$ cat src/rtl/ones_pattern_gen_if.sv
// Request/response bundle for ones_pattern_gen: start/count in, result/done/sat out.
// With ONES_PATTERN_CHECK_EN defined the bundle also carries the self-check error flag.
interface ones_pattern_gen_if #(
    parameter int WIDTH = 8,
    parameter int CW    = $clog2(WIDTH + 1)
);
    logic             start;
    logic [CW-1:0]    count;
    logic [WIDTH-1:0] result;
    logic             done;
    logic             sat;
`ifdef ONES_PATTERN_CHECK_EN
    logic             error;

    modport master (output start, count, input result, done, sat, error);
    modport slave  (input start, count, output result, done, sat, error);
`else
    modport master (output start, count, input result, done, sat);
    modport slave  (input start, count, output result, done, sat);
`endif
endinterface

$ cat src/rtl/ones_pattern_gen.sv
// Serial thermometer-code generator: builds a WIDTH-bit word with `count` MSB-justified 1s,
// one bit per clock. ONES_PATTERN_CHECK_EN adds a popcount self-check driving `error`.
module ones_pattern_gen #(
    parameter int WIDTH = 8,
    parameter int CW    = $clog2(WIDTH + 1)
) (
    input  logic              clk,
    input  logic              reset,
    ones_pattern_gen_if.slave bus
);
    typedef enum logic [1:0] {S_IDLE, S_SHIFT, S_DONE} state_t;

    state_t           state, state_nxt;
    logic [CW-1:0]    a, i, a_init;
    logic [WIDTH-1:0] result;
    logic             done, sat, sat_init, last, bit_in;

    // Widen by one bit so counts up to 2^CW-1 compare correctly against WIDTH.
    assign sat_init = {1'b0, bus.count} > (CW + 1)'(WIDTH);
    assign a_init   = sat_init ? CW'(WIDTH) : bus.count;
    assign last     = (i == CW'(WIDTH - 1));
    assign bit_in   = (a != '0);

    always_ff @(posedge clk) begin
        if (reset) state <= S_IDLE;
        else       state <= state_nxt;
    end

    always_comb begin
        state_nxt = state;
        case (state)
            S_IDLE:  if (bus.start) state_nxt = S_SHIFT;
            S_SHIFT: if (last)      state_nxt = S_DONE;
            S_DONE:  if (!bus.start) state_nxt = S_IDLE;
            default: state_nxt = S_IDLE;
        endcase
    end

    always_ff @(posedge clk) begin
        if (reset) begin
            a      <= '0;
            i      <= '0;
            result <= '0;
            sat    <= 1'b0;
            done   <= 1'b0;
        end else begin
            done <= (state_nxt == S_DONE);
            case (state)
                S_IDLE: if (bus.start) begin
                    a      <= a_init;
                    sat    <= sat_init;
                    i      <= '0;
                    result <= '0;
                end
                S_SHIFT: begin
                    result <= {result[WIDTH-2:0], bit_in};
                    if (bit_in) a <= a - 1'b1;
                    i <= i + 1'b1;
                end
                default: ;
            endcase
        end
    end

    assign bus.result = result;
    assign bus.done   = done;
    assign bus.sat    = sat;

`ifdef ONES_PATTERN_CHECK_EN
    logic [CW-1:0] pop, tgt;
    logic          error;

    always_ff @(posedge clk) begin
        if (reset) begin
            pop   <= '0;
            tgt   <= '0;
            error <= 1'b0;
        end else begin
            case (state)
                S_IDLE: if (bus.start) begin
                    pop   <= '0;
                    tgt   <= a_init;
                    error <= 1'b0;
                end
                S_SHIFT: begin
                    pop <= pop + CW'(bit_in);
                    // Include the bit shifted on this final edge in the compare.
                    if (last) error <= ((pop + CW'(bit_in)) != tgt);
                end
                default: ;
            endcase
        end
    end

    assign bus.error = error;
`endif
endmodule

$ cat src/flat_wrapper.sv
// flat-port wrapper written by rule: the top's interface ports become plain ports
module ones_pattern_gen_flat 
#(
    parameter int WIDTH = 8,
    parameter int CW    = $clog2(WIDTH + 1)
)
  (clk, reset, bus_start, bus_count, bus_result, bus_done, bus_sat);
  ones_pattern_gen_if #(.WIDTH(WIDTH), .CW(CW)) bus_i ();
  input  logic clk;
  input  logic reset;
  input wire logic [$bits(bus_i.start)-1:0] bus_start;
  input wire logic [$bits(bus_i.count)-1:0] bus_count;
  output wire logic [$bits(bus_i.result)-1:0] bus_result;
  output wire logic [$bits(bus_i.done)-1:0] bus_done;
  output wire logic [$bits(bus_i.sat)-1:0] bus_sat;
  assign bus_i.start = bus_start;
  assign bus_i.count = bus_count;
  assign bus_result = bus_i.result;
  assign bus_done = bus_i.done;
  assign bus_sat = bus_i.sat;
  ones_pattern_gen #(.WIDTH(WIDTH), .CW(CW)) u_core (.clk(clk), .reset(reset), .bus(bus_i));
endmodule
$ cat config.mk
export PLATFORM = sky130hd
export DESIGN_NAME = ones_pattern_gen_flat
export DESIGN_NICKNAME = d
export VERILOG_FILES = /design/src/rtl/ones_pattern_gen_if.sv /design/src/rtl/ones_pattern_gen.sv /design/src/flat_wrapper.sv
export SDC_FILE = /design/constraint.sdc
export NUM_CORES = 1
export LEC_CHECK = 0
export CELL_PAD_IN_SITES_DETAIL_PLACEMENT = 1
export CELL_PAD_IN_SITES_GLOBAL_PLACEMENT = 1
export CORE_MARGIN = 3
export CORE_UTILIZATION = 39
export CTS_BUF_LIST = sky130_fd_sc_hd__clkbuf_8
export DETAILED_ROUTE_END_ITERATION = 16
export GPL_TIMING_DRIVEN = 1
export PLACE_DENSITY = 0.81
export SLEW_MARGIN = 20
export SYNTH_ARGS = -nofsm -noshare
export SYNTH_HDL_FRONTEND = slang
export SYNTH_SLANG_ARGS = --single-unit
$ cat constraint.sdc
create_clock -name clk -period 1.6 [get_ports clk]
set_clock_uncertainty 0.1 [all_clocks]
set_input_delay 0.4 -clock clk [delete_from_list [all_inputs] [get_ports clk]]
set_output_delay 0.4 -clock clk [all_outputs]
set_load 0.01 [all_outputs]
==> out/results.ini <==
[run_status]
status = finished clean

[place]
hpwl_um = 1650
gp_congestion = 0.712
port_buffers = 16
placed_area_sq_um = 1100
post-place-ws_ps = -168
dp_cells = 142

[timing]
rsz0062_at_grt = no
layout_setup_ws_ps = 104
finalCriticalPeriod_ps = 1500
slew_viol_final = 0
setup_viol = 0
hold_violations = 0
whs_ps = 394
worst_pin_slew_ps = 380
fmaxAchievable_mhz = 668
max_slew_margin = 0.746
finalCritPeriodShare = 0.935

[detailed_routing]
drt_wl_total_um = 2380
vias = 809
route.detailed.drc = 0
viasPerCell = 5.50
wire_per_inst_um = 16.2
antenna_left = 0
drtIter0Drc = 13
dr.pass1.iters = 4

[setup_path]
critPathLaunchType = input port
required_ps = 1660
crit_type = in -> reg
r2r_slack_ps = 110
cp-end-kind = flip-flop
max_stage_delay_ps = 550
cp.arrival_ps = 1550
critPathTopFamily = buffers and inverters
crit_slowest_cell = clkdlybuf4s50_1
worstPathCellList = clkdlybuf4s50_1 -> or3b_1 -> a21oi_1 -> nor2_1
crit_fanout = 3
critPathBufInv = 1

[hold_path]
hp-class = reg -> reg

[power]
p_per_area_nw_per_um2 = 960
power.total_mw = 1.11
irDropWorstVdd_v = 0.000512
p_leak_nw = 0.487

[layout]
finalNetCount = 130
drive_gt1_frac = 0.158
stdcell_area_sq_um = 1160
area_growth_pct = 27.6
antenna_cells = 0
instances_no_fill = 147

[die]
rows = 16
fp.dieW_um = 54.2
top_level_ports = 17
die_area_sq_um = 2940
fp.coreArea_sq_um = 2080
die_h_um = 54.2
initial_core_util = 0.436

[clocking]
cts_buffer_depth = 2
clock-root-buffer = clkbuf_8
h-tree-depth = 1
cts_tree = done
clkTransAtPathRegs_ps = 80
clock_sinks = 20
clock_latency_ps = 260
cts_inserted_buffers = 3

[yosys]
syn-instance-count = 101
syn_nets = 110
ys_warn_count = 0
synth_top_area_frac = 0.441
async_reset_ff_frac = 0
yosys.area.top_type = dfxtp_1
synth_cell_types = 31
synth_edf_count = 0
synth_area_per_cell_sq_um = 8.98
ys_ff_latch = 20
yosysSeqAreaShare = 0.441
synth-main-ff-cell = dfxtp_1
synthTopCellsByArea = dfxtp_1, nor2_1, a22oi_1
netlist_area_sq_um = 907

[job]
timing.max_cap.violations = 0

[global_routing]
grt_max_degree = 21
antenna_found_initial = 0
gr-total-overflow = 0
grt.total_usage = 0.181
grt_pass1_vias = 819
grt_pass1_wl_um = 3750

==> layer usage <==
metal,global-route usage,up-vias,part of all wire
met4,0.0788,0,0.0034
met3,0.0490,2,0.029
met1,0.225,402,0.45
li1,-,393,-
met5,0,-,0
met2,0.293,12,0.51
==> worst register-to-register path, stage by stage (launching register included) <==
cell	delay, ps
dfxtp_4	360
inv_1	70
ha_2	190
nor3b_1	270
a21oi_2	150
o211a_1	160
nor3_1	120
==> registers in the layout, indices dropped and copies added, names as in the netlist <==
name,cells
u_core.bus.result,8
u_core.a,4
u_core.i,4
u_core.state,2
u_core.bus.done,1
u_core.bus.sat,1
==> final timing paths <==
| kind | startpoint | to | cells past startpoint |
|---|---|---|---|
| hold reg to reg | u_core.bus.result[0]$_SDFFE_PP0P_ | u_core.bus.result[0]$_SDFFE_PP0P_ | 2 |
| setup reg to reg | u_core.a[0]$_SDFFE_PP0P_ | u_core.a[1]$_SDFFE_PP0P_ | 6 |
| setup / recovery | bus_start | u_core.bus.sat$_SDFFE_PP0P_ | 4 |
| hold / removal | u_core.bus.result[0]$_SDFFE_PP0P_ | u_core.bus.result[0]$_SDFFE_PP0P_ | 2 |
==> cells in the mapped netlist (2+ instances only) <==
master	instances
buf_6	2
nor2_1	21
nand2_1	3
o21ai_0	6
clkbuf_1	2
nand3b_1	2
a22oi_1	9
ha_1	2
nor3_1	2
nor3b_1	2
a21oi_1	7
nand2b_1	2
dfxtp_1	20
inv_1	3
buf_4	2
==> kinds of logic (layout without fill, tap and decap cells) <==
kind of cell	count (synthesis)	in the layout	share of synthesized area
flops	20	20	0.441
fa+ha+maj	2	2	0.0276
mux	2	2	0.0234
compound gates	30	30	0.230
buf+inv	9	28	0.0621
simple gates	38	38	0.215
==> cells in the final DEF, fill, tap and decap left out, drive strengths merged <==
cell,n
nand3,1
nor3,3
ha,2
o211a,1
nand3b,2
and2b,1
mux2i,1
inv,3
dlygate4sd2,10
clkdlybuf4s50,6
o21bai,1
dfxtp,20
nand2,3
a22oi,9
o31ai,1
o311a,1
nor2,21
nand2b,2
or3b,1
buf,5
and2,1
o21ai,7
a2bb2oi,1
mux2,1
a21oi,8
a211oi,1
nor3b,3
clkbuf,4
==> metrics by stage <==
| step | TNS (ps) | utilization |
|---|---|---|
| 2_1_floorplan | 0 | - |
| 3_3_place_gp | -811 | 0.528 |
| 3_5_place_dp | -1510 | 0.528 |
| 4_1_cts | 0 | 0.548 |
| 5_1_grt | 0 | 0.556 |
| 6_report | 0 | 0.556 |
==> cell type report <==
cell class / count / area [sq um]
Inverter: 3 / 11.3
Tap cell: 27 / 33.8
Sequential cell: 20 / 407
Multi-Input combinational cell: 72 / 453
Fill cell: 255 / 925
Timing Repair Buffer: 21 / 198
Clock buffer: 4 / 55.1
==> timing repair <==
action | in CTS | in global routing
hold buffers | 0 | 0
gates resized for setup | 10 | 6
buffers inserted | 0 | 1
setup endpoints to repair | 10 | 4
pin swaps | 0 | 2
cloned | 0 | 0
==> power breakdown <==
| group | switching, mW | total (mW) | internal [mW] |
|---|---|---|---|
| Clock | 0.169 | 0.388 | 0.219 |
| Combinational | 0.0944 | 0.180 | 0.0859 |
| Sequential | 0.0235 | 0.543 | 0.520 |
| Total | 0.287 | 1.11 | 0.825 |
(Power assumes the default switching activity.)
